===== src/rtl/mac_chain_seq.sv =====
// Time-multiplexed STAGES-deep multiply-accumulate chain: x(k+1) = x(k)*B[k] + C[k],
// evaluated one stage per cycle on a single shared MAC, with valid/ready operand and result ports.
module mac_chain_seq #(
    parameter int DATA_WIDTH = 16,
    parameter int STAGES     = 10,
    parameter int IDX_W      = 4
) (
    input  logic                  clk,
    input  logic                  rst,
    input  logic                  cfg_we,
    input  logic [IDX_W-1:0]      cfg_idx,
    input  logic [DATA_WIDTH-1:0] cfg_b,
    input  logic [DATA_WIDTH-1:0] cfg_c,
    input  logic                  in_valid,
    output logic                  in_ready,
    input  logic [DATA_WIDTH-1:0] in_a,
    output logic                  out_valid,
    input  logic                  out_ready,
    output logic [DATA_WIDTH-1:0] out_data,
    output logic                  busy
);

    typedef enum logic [1:0] {
        IDLE,
        RUN,
        HOLD
    } state_t;

    localparam logic [IDX_W-1:0] LAST_IDX = IDX_W'(STAGES - 1);

    state_t                state_q, state_d;
    logic [DATA_WIDTH-1:0] acc_q, acc_d;
    logic [IDX_W-1:0]      idx_q, idx_d;
    logic [DATA_WIDTH-1:0] b_q [STAGES];
    logic [DATA_WIDTH-1:0] b_d [STAGES];
    logic [DATA_WIDTH-1:0] c_q [STAGES];
    logic [DATA_WIDTH-1:0] c_d [STAGES];
    logic                  in_ready_q, in_ready_d;
    logic                  out_valid_q, out_valid_d;
    logic                  busy_q, busy_d;
    logic [DATA_WIDTH-1:0] out_data_q, out_data_d;
    logic [DATA_WIDTH-1:0] mac_res;

    // Product and sum are both sized to DATA_WIDTH, so each stage truncates and wraps.
    assign mac_res = acc_q * b_q[idx_q] + c_q[idx_q];

    always_comb begin
        // NOTE: every signal gets a default first so no path leaves it unassigned (no latches).
        state_d = state_q;
        acc_d   = acc_q;
        idx_d   = idx_q;
        b_d     = b_q;
        c_d     = c_q;

        unique case (state_q)
            IDLE: begin
                if (cfg_we && cfg_idx <= LAST_IDX) begin
                    b_d[cfg_idx] = cfg_b;
                    c_d[cfg_idx] = cfg_c;
                end
                if (in_valid) begin
                    acc_d   = in_a;
                    idx_d   = '0;
                    state_d = RUN;
                end
            end
            RUN: begin
                acc_d = mac_res;
                idx_d = idx_q + IDX_W'(1);
                if (idx_q == LAST_IDX) begin
                    idx_d   = '0;
                    state_d = HOLD;
                end
            end
            HOLD: begin
                if (out_ready) state_d = IDLE;
            end
            default: state_d = IDLE;
        endcase

        // Outputs are registered from the next state so they line up with it.
        in_ready_d  = (state_d == IDLE);
        busy_d      = (state_d != IDLE);
        out_valid_d = (state_d == HOLD);
        out_data_d  = (state_d == HOLD) ? acc_d : '0;
    end

    always_ff @(posedge clk) begin
        // NOTE: sequential state uses non-blocking assignments so all flops update together.
        if (rst) begin
            state_q     <= IDLE;
            acc_q       <= '0;
            idx_q       <= '0;
            in_ready_q  <= 1'b1;
            out_valid_q <= 1'b0;
            busy_q      <= 1'b0;
            out_data_q  <= '0;
            // NOTE: the coefficient file is reset on purpose, restoring the identity chain.
            for (int k = 0; k < STAGES; k++) begin
                b_q[k] <= DATA_WIDTH'(1);
                c_q[k] <= '0;
            end
        end else begin
            state_q     <= state_d;
            acc_q       <= acc_d;
            idx_q       <= idx_d;
            in_ready_q  <= in_ready_d;
            out_valid_q <= out_valid_d;
            busy_q      <= busy_d;
            out_data_q  <= out_data_d;
            b_q         <= b_d;
            c_q         <= c_d;
        end
    end

    assign in_ready  = in_ready_q;
    assign out_valid = out_valid_q;
    assign busy      = busy_q;
    assign out_data  = out_data_q;

endmodule


===== config.mk =====
export PLATFORM = sky130hd
export DESIGN_NAME = mac_chain_seq
export DESIGN_NICKNAME = d
export VERILOG_FILES = /design/src/rtl/mac_chain_seq.sv
export SDC_FILE = /design/constraint.sdc
export NUM_CORES = 1
export LEC_CHECK = 0
export CAP_MARGIN = 0
export CORE_MARGIN = 1.5
export CORE_UTILIZATION = 65
export DETAILED_ROUTE_END_ITERATION = 8
export PLACE_DENSITY = 0.89
export SKIP_CTS_REPAIR_TIMING = 1
export SLEW_MARGIN = 20
export SYNTH_ARGS = -nofsm -noshare
export SYNTH_HDL_FRONTEND = slang
export SYNTH_SLANG_ARGS = --single-unit

===== constraint.sdc =====
create_clock -name clk -period 19.15 [get_ports clk]
set_input_delay 2.8725 -clock clk [delete_from_list [all_inputs] [get_ports clk]]
set_output_delay 2.8725 -clock clk [all_outputs]
set_load 0.005 [all_outputs]

==> flow_summary.toml, run 1 <==
[status]
outcome = "finished, final reports clean"

[floorplan]
dieWidth_um = 177
placementRows = 63
initial_core_utilization_pct = 66.3
core_footprint_sq_um = 29700
die_area_sq_um = 31400
num_io_pins = 76
chipHeight_um = 177

[worst_setup_path]
timing.critical_path.required_ns = 19.64
startpoint = "idx_q[0]"
timing.setup.critical_path_class = "reg -> reg"
worstPathArrival_ns = 8.32
critical_path.reg2reg.startpoint = "idx_q[0]"
regToRegEndpoint = "out_data[15]"
crit_path_end_kind = "register"
worst_setup_path_endpoint = "out_data[15]"
reg2reg_depth = 23
worst-path-max-fanout = 48
critical_path.startpoint_type = "register"
reg2reg_slack_ns = 11.32

[sta]
grt_setup_unrepaired = "no"
worst_clock_skew_ns = 0.0235
layout_worst_path_cycle_share_pct = 40.9
setup_viol_count_final = 0
finalSetupTns_ns = 0
tightest_pin_transition_ns = 1.09
worst_slack_ns = 11.32
timing.final.hold_violations = 0
timing.final.crit_period_ns = 7.83
maxClockFrequency_mhz = 128
final-max-slew-violation-count = 0
slew_headroom_pct = 27.4

[yosys]
postSynthNetCount = 2544
ys_ff_latch = 361
mean_post_synth_cell_area_sq_um = 8.43
netlist_top_cells_area = "dfxtp_1, nand2_1, fa_1"
ys_async_sr_fraction_pct = 0
yosys.cell_types.count = 56
yosysWarningCount = 0
synth.largest_area_cell = "dfxtp_1"
yosysTopAreaCellShare_pct = 36.7
post_synth_instance_area_sq_um = 19700
synth.yosys.seq_area_share_pct = 36.7
syn-instance-count = 2339
ys.flop_type = "dfxtp_1"
synth_edf_count = 0

[layout]
instances_no_fill = 2717
layout-drive-gt1-share_pct = 7.74
fill_cells = 2030
diode_insertion_count_for_antenna_repair = 0
utilization_pct = 73.0
layout.cells.most_common_list = "nand2_1, dfxtp_1, a21oi_1, inv_1, fa_1"
layout.cells.most_common = "nand2_1"
flow.area_growth_from_synthesis_pct = 10.1
nNetsFinal = 2504

[clock_tree]
clkSlewWorstSetupHoldPaths_ns = 0.06
clock_buffers_created_by_tritoncts = 38
cts_tree = "done"
worst_skew_pair.late_latency_ns = 0.54
clkSinkCount = 361
ctsRootBufferMaster = "clkbuf_16"
htreeDepth = 2
clk_path_buf_depth = 3

[worst_hold_path]
timing.hold.worst.class = "reg -> reg"
worst_hold_path.num_cells = 2
hold_start = "b_q[101]"

[place]
placed_cells = 2649
gp_congestion = 0.991
port-buffer-count = 75
hpwl_um = 34900
place_ws_ns = 11.21

[routing]
dr.pass1.iters = 6
routed_via_density = 6.24
route.vias.total = 17000
detail_route.wirelength_um = 56300
remaining_drc_errors = 0
detail-route-antenna-nets = 0
initialDrtViolationCount = 1996
route.detailed.wl_per_inst_um = 20.7

[grt]
globalRouteTotalUtil_pct = 36.4
grt_antenna_before_repair = 0
grt_max_degree = 149
grt_pass1_vias = 17100
overflow = 0
grt_pass1_wl_um = 89000

[power]
power_per_cell_area_nw_per_um2 = 75.3
peakVddDrop_v = 0.0000630
static-leakage-power_nw = 8.13

[flow_run]
maxCapViolCount = 0
==> through the flow <==
stage / total power, W / hold slack [ns] / area [sq um]
2_1_floorplan: 0.000868 / 0.427 / 19700
3_3_place_gp: 0.000903 / 0.433 / 20500
3_5_place_dp: 0.000908 / 0.442 / 20500
4_1_cts: 0.00163 / 0.450 / 21700
5_1_grt: 0.00168 / 0.468 / 21700
6_report: 0.00163 / 0.449 / 21700
==> layer usage <==
| layer | up-vias | part of all wire [%] | GRT usage [%] |
|---|---|---|---|
| met4 | 0 | 4.7 | 17.3 |
| met5 | - | 0 | 0 |
| li1 | 7529 | - | - |
| met3 | 249 | 13 | 8.68 |
| met1 | 8045 | 36 | 45.4 |
| met2 | 1131 | 47 | 59.5 |
==> cell usage after synthesis (16+ instances only) <==
master    number
ha_1          54
nand2_1      722
nor2_1        41
dfxtp_1      361
xnor2_1       23
a21oi_1      327
mux2i_1       54
mux4_2        52
fa_1          94
o22ai_1       16
nor2b_1       45
and2_1        37
inv_1        162
clkbuf_1     158
==> sequential cells by signal, indices dropped and copies added (netlist names) <==
register and cells:
in_ready 1, state_q 2, out_valid 1, acc_q 16, idx_q 4, out_data 16, busy 1, c_q 160
b_q 160
==> critical path, stage by stage (launching register included) <==
cell,delay [ns]
dfxtp_4,0.68
buf_4,0.80
mux4_2,0.59
mux2i_1,0.23
o21ai_2,0.25
and2_1,0.28
fa_1,0.48
inv_1,0.05
fa_1,0.56
fa_1,0.45
fa_1,0.55
inv_1,0.05
fa_1,0.47
inv_1,0.05
fa_1,0.47
inv_1,0.04
ha_1,0.32
nand2_1,0.13
a21bo_2,0.14
o31ai_1,0.11
o41ai_1,0.28
xnor3_1,0.45
o21ai_1,0.17
and2_1,0.15
==> area by class of cell <==
cell class / instances / area [sq um] / share of cell area (%)
clock buffers: 51 / 1060 / 4.88
clock inverters: 17 / 186 / 0.859
inverters: 163 / 612 / 2.82
multi-input cells: 1631 / 11200 / 51.4
flip-flops and latches: 361 / 7230 / 33.3
well taps: 390 / 488 / 2.25
repair buffers: 104 / 973 / 4.49
==> worst min path at each step <==
stage | end | slack, ns
global route | b_q[103] | 0.47
floorplan | b_q[98] | 0.43
finish | b_q[101] | 0.45
global placement | b_q[111] | 0.43
detailed placement | b_q[151] | 0.44
CTS | b_q[151] | 0.45
==> cells by family (layout without fill, tap and decap cells) <==
group	Yosys count	after routing	synth area share (%)
and+or+nand+nor	904	904	19.0
muxes	127	127	10.7
DFF	361	361	36.7
buffers and inverters	347	335	7.04
AOI/OAI and AO/OA	416	416	11.6
xor gates and xnor gates	36	36	2.02
adders and majority gates	148	148	13.0
==> report_power, final <==
| group | leakage [nW] | total [W] | switching, W | internal [W] |
|---|---|---|---|---|
| logic | 4.60 | 0.000117 | 0.0000718 | 0.0000455 |
| clock network | 0.622 | 0.000739 | 0.000307 | 0.000432 |
| registers | 2.92 | 0.000778 | 0.0000180 | 0.000760 |
Note: power is estimated with default switching activity, not from simulation.
==> inputs of run 2 (changes only) <==
- CORE_UTILIZATION: 65 -> 56
- PLACE_DENSITY: 0.89 -> 0.82
- clock period: 19.15 -> 6.8 ns (I/O delays scaled with it)
==> run 2 against run 1 <==
Non-clock buffer count grew 61. Sequential power grew to 2.8 times the previous value. Register-to-register slack got worse by 11 ns. Clock skew up 0.0053 ns. Largest cell class unchanged. Sequential share of layout area fell by 1.1 points. First-iteration DRC count decreased by 5.0%. Critical endpoint is now acc_q[13].
==> flow_summary.toml, run 2 (synthesis results as in run 1) <==
[status]
outcome = "finished, final reports clean"

[grt]
grt_pass1_vias = 16300
grt_antenna_before_repair = 1
grt_pass1_wl_um = 85900
globalRouteTotalUtil_pct = 30.1
grt_max_degree = 247
overflow = 0

[floorplan]
core_footprint_sq_um = 34600
die_area_sq_um = 36300
initial_core_utilization_pct = 56.9
num_io_pins = 76
chipHeight_um = 191
dieWidth_um = 191
placementRows = 68

[routing]
initialDrtViolationCount = 1897
route.detailed.wl_per_inst_um = 19.6
route.vias.total = 16900
dr.pass1.iters = 6
detail-route-antenna-nets = 0
routed_via_density = 5.94
remaining_drc_errors = 0
detail_route.wirelength_um = 55700

[power]
seqPwrFrac_pct = 46.6
peakVddDrop_v = 0.000195
power.share.switching_pct = 24.5
clock_power_share_pct = 45.6
static-leakage-power_nw = 8.45
power_per_cell_area_nw_per_um2 = 208
power.share.combinational_pct = 7.8
net_switching_component_of_the_power_w = 0.00115
post-layout-total-power_w = 0.00468
cell_internal_power_dissipation_w = 0.00353

[layout]
diode_insertion_count_for_antenna_repair = 0
layout.cells.most_common_list = "nand2_1, dfxtp_1, a21oi_1, inv_1, fa_1"
layout.cells.most_common = "nand2_1"
instances_no_fill = 2844
registers_with_the_most_flip_flops = "b_q (160), c_q (160)"
nNetsFinal = 2566
layout-drive-gt1-share_pct = 11.3
flow.area_growth_from_synthesis_pct = 14.1

[sta]
timing.final.hold_violations = 0
tightest_pin_transition_ns = 1.20
finalSetupTns_ns = 0
slew_headroom_pct = 20.3
maxClockFrequency_mhz = 150
timing.final.crit_period_ns = 6.65
setup_viol_count_final = 0
worst_clock_skew_ns = 0.0288
final-max-slew-violation-count = 0
layout_worst_path_cycle_share_pct = 97.7

[clock_tree]
clk_path_buf_depth = 3
cts_tree = "done"
htreeDepth = 2
ctsRootBufferMaster = "clkbuf_16"
worst_skew_pair.late_latency_ns = 0.55
clkSinkCount = 361
clock_buffers_created_by_tritoncts = 39
clkSlewWorstSetupHoldPaths_ns = 0.06

[worst_setup_path]
timing.critical_path.max_delay_family = "adder cells"
critical_path_top_delay_cell = "fa_1"
regToRegEndpoint = "acc_q[13]"
path_depth = 23
startpoint = "idx_q[0]"
crit_path_end_kind = "register"
critical_path.most_common_cell = "fa_1"
critical_path.reg2reg.startpoint = "idx_q[0]"
crit_path_cell_trace = "buf_8 -> mux4_2 -> mux2_4 -> o21a_4 -> and2_1 -> fa_1 -> inv_1 -> fa_1 -> fa_1 -> fa_1 -> inv_1 -> fa_1 -> inv_1 -> fa_1 -> inv_1 -> ha_4 -> buf_4 -> nand3_1 -> o31ai_1 -> o21ai_0 -> a32oi_1 -> o21ai_0 -> nor2b_1"
reg2reg_slack_ns = 0.15
reg2reg_depth = 23
cp.buffers_inverters = 6
worst-path-max-fanout = 8
critical_path.startpoint_type = "register"
timing.critical_path.required_ns = 7.19
worstPathArrival_ns = 7.04
critPathMaxStageDelay_ns = 0.56
worst_setup_path_endpoint = "acc_q[13]"
timing.setup.critical_path_class = "reg -> reg"

[place]
port-buffer-count = 75
placed_cells = 2745
gp_congestion = 0.925
hpwl_um = 35500

[worst_hold_path]
timing.hold.worst.class = "reg -> reg"

[flow_run]
maxCapViolCount = 0
-- run 2: cell count changes in the layout (fill, tap and decap cells not counted), sizes merged --
cell	delta
clkinvlp	+4
buf	+61
inv	-3
clkinv	-4
clkbuf	+5
bufinv	-1
-- run 2: power groups by stage --
stage                     Combinational [W]  Sequential (W)  Clock, W
after floorplan                    0.000243         0.00220         0
after global placement             0.000330         0.00223         0
after detailed placement           0.000337         0.00223         0
after CTS                          0.000340         0.00218   0.00215
after global routing               0.000391         0.00218   0.00223
final                              0.000363         0.00218   0.00213
-- run 2: metal layers --
layer	vias to the layer above	global-route usage (%)	share of wire, %	wire length, um
met4	2	11.1	3.4	1910
li1	7618	-	-	-
met1	8138	39.5	39	21600
met5	-	0	0.020	11
met2	957	49.7	47	26100
met3	167	5.59	11	6140
-- run 2: worst reg2reg max path, delay by kind of cell, from the launching register on --
family,cells,cell delay [ns]
buffers and inverters,6,0.50
AOI/OAI and AO/OA,5,1.10
muxes,2,0.81
DFF,1,0.43
and+or+nand+nor,3,0.40
adders and majority gates,7,3.26
-- run 2: layout make-up --
cell class / instances / area (sq um)
timing repair buffer: 165 / 1500
fill: 2665 / 12100
sequential: 361 / 7240
multi-input combinational: 1631 / 11300
clock buffer: 56 / 1130
tap: 455 / 569
clock inverter: 13 / 176
inverter: 163 / 616
-- run 2: worst min-delay path by stage --
stage / start / end / cells after the start
3_3_place_gp: b_q[101] / b_q[101] / 2
6_report: c_q[103] / c_q[103] / 2
5_1_grt: b_q[159] / b_q[159] / 2
4_1_cts: c_q[103] / c_q[103] / 2
3_5_place_dp: c_q[103] / c_q[103] / 2
2_1_floorplan: b_q[98] / b_q[98] / 2
-- run 2: per-stage QoR --
stage	hold WS (ns)	cell area (sq um)	utilization (%)	worst slack [ns]
global placement	0.435	20800	60.0	0.0185
global route	0.466	22500	64.9	-0.0384
floorplan	0.427	19700	-	0.00885
CTS	0.450	22100	63.8	-0.138
detailed placement	0.442	20800	60.0	-0.117
finish	0.448	22500	64.9	0.154
==> inputs of run 3 (changes only) <==
- SLEW_MARGIN: 20 -> 25
==> run 3 against run 2 <==
Final cell count hardly changed. Final area about the same. Clock-buffer cell count unchanged. Worst setup slack got worse by 0.023 ns. First-iteration DRC count up 2.0%. Maximum frequency is 0.34% lower. Combinational power about the same. Register-to-register slack lost 0.02 ns. Sequential power hardly changed. Worst hold slack gained 0.00052 ns. Clock power is essentially flat. Critical path depth up 4. Critical path type unchanged. Critical endpoint is now acc_q[15].
==> flow_summary.toml, run 3 (synthesis results as in run 1) <==
[status]
outcome = "finished, final reports clean"

[clock_tree]
clkSinkCount = 361
ctsRootBufferMaster = "clkbuf_16"
worst_skew_pair.late_latency_ns = 0.55
clkSlewWorstSetupHoldPaths_ns = 0.06
clk_path_buf_depth = 3
htreeDepth = 2
clock_buffers_created_by_tritoncts = 39
cts_tree = "done"

[worst_setup_path]
critical_path.startpoint_type = "register"
crit_path_end_kind = "register"
timing.setup.critical_path_class = "reg -> reg"
critical_path.reg2reg.startpoint = "idx_q[0]"
critical_path_top_delay_cell = "fa_1"
startpoint = "idx_q[0]"
critical_path.most_common_cell = "inv_1"
timing.critical_path.max_delay_family = "adder cells"
cp.buffers_inverters = 9
worst-path-max-fanout = 7
worstPathArrival_ns = 7.14
reg2reg_slack_ns = 0.13
critPathMaxStageDelay_ns = 0.54
regToRegEndpoint = "acc_q[15]"
timing.critical_path.required_ns = 7.27
reg2reg_depth = 27

[layout]
flow.area_growth_from_synthesis_pct = 14.1
nNetsFinal = 2564
registers_with_the_most_flip_flops = "b_q (160), c_q (160)"
diode_insertion_count_for_antenna_repair = 0
finish.instance_area_sq_um = 22500
layout.cells.most_common_list = "nand2_1, dfxtp_1, a21oi_1, inv_1, fa_1"
layout-drive-gt1-share_pct = 11.1
layout.cells.most_common = "nand2_1"

[floorplan]
die_area_sq_um = 36300
placementRows = 68
chipHeight_um = 191
initial_core_utilization_pct = 56.9
core_footprint_sq_um = 34600
dieWidth_um = 191
num_io_pins = 76

[power]
power.share.combinational_pct = 7.8
seqPwrFrac_pct = 46.6
static-leakage-power_nw = 8.47
net_switching_component_of_the_power_w = 0.00115
power.share.switching_pct = 24.6
peakVddDrop_v = 0.000197
power_per_cell_area_nw_per_um2 = 208
cell_internal_power_dissipation_w = 0.00353
post-layout-total-power_w = 0.00468
clock_power_share_pct = 45.6

[sta]
layout_worst_path_cycle_share_pct = 98.1
timing.final.crit_period_ns = 6.67
grt_setup_unrepaired = "yes"
finalSetupTns_ns = 0
worst_clock_skew_ns = 0.0281
slew_headroom_pct = 32.4
final-max-slew-violation-count = 0
tightest_pin_transition_ns = 1.01
timing.final.hold_violations = 0
setup_viol_count_final = 0
maxClockFrequency_mhz = 150

[grt]
grt_max_degree = 247
grt_pass1_vias = 16300
overflow = 0
globalRouteTotalUtil_pct = 30.1
grt_pass1_wl_um = 85900
grt_antenna_before_repair = 1

[routing]
detail-route-antenna-nets = 0
route.detailed.wl_per_inst_um = 19.6
detail_route.wirelength_um = 55600
route.vias.total = 16800
dr.pass1.iters = 8
remaining_drc_errors = 0
initialDrtViolationCount = 1935
routed_via_density = 5.93

[place]
placed_area_sq_um = 20800
port-buffer-count = 75
hpwl_um = 35500
gp_congestion = 0.925

[worst_hold_path]
timing.hold.worst.class = "reg -> reg"
whs_endpoint = "c_q[103]"
worst_hold_path.num_cells = 2
hold_start = "c_q[103]"

[flow_run]
maxCapViolCount = 0
[run 3: changes by cell type in the layout (fill, tap and decap cells not counted), sizes merged]
cell  delta
buf      -2
[run 3: worst min-delay path, cell delays in order (launching register included)]
cell	delay, ns
dfxtp_1	0.30
nand2_1	0.05
a21oi_1	0.05
[run 3: power by group through the flow]
| stage | Sequential (W) | Combinational [W] | Clock (W) |
|---|---|---|---|
| after global placement | 0.00223 | 0.000330 | 0 |
| after global routing | 0.00218 | 0.000393 | 0.00223 |
| final | 0.00218 | 0.000365 | 0.00214 |
| after floorplan | 0.00220 | 0.000243 | 0 |
| after detailed placement | 0.00223 | 0.000337 | 0 |
| after CTS | 0.00218 | 0.000340 | 0.00215 |
[run 3: metrics by stage]
| stage | util (%) | hold slack [ns] | instances | setup WS (ns) |
|---|---|---|---|---|
| 3_3_place_gp | 60.0 | 0.435 | 2745 | 0.0185 |
| 4_1_cts | 63.8 | 0.450 | 2814 | -0.138 |
| 2_1_floorplan | - | 0.427 | 2339 | 0.00885 |
| 6_report | 64.9 | 0.449 | 2842 | 0.131 |
| 5_1_grt | 64.9 | 0.466 | 2842 | -0.0555 |
| 3_5_place_dp | 60.0 | 0.442 | 2745 | -0.117 |
[run 3: cell type report]
class                      count  area (sq um)
clock buffer                  56          1130
clock inverter                13           176
fill                        2665         12100
inverter                     163           616
multi-input combinational   1631         11300
sequential                   361          7240
tap                          455           569
timing repair buffer         163          1510
[run 3: layer usage]
| layer | global-route usage, % | wire length, um | up-vias |
|---|---|---|---|
| li1 | - | - | 7624 |
| met1 | 39.5 | 21100 | 8014 |
| met2 | 49.7 | 25800 | 1023 |
| met3 | 5.59 | 6570 | 178 |
| met4 | 11.1 | 2050 | 2 |
| met5 | 0 | 13 | - |
[run 3: how the worst max path moves through the flow]
stage                   end  slack [ns]  cells past startpoint
6_report          acc_q[15]        0.13                     27
5_1_grt        out_data[15]       -0.06                     25
4_1_cts           acc_q[15]       -0.14                     22
3_5_place_dp      acc_q[15]       -0.12                     22
3_3_place_gp      acc_q[15]        0.02                     22
2_1_floorplan     acc_q[15]       0.009                     24
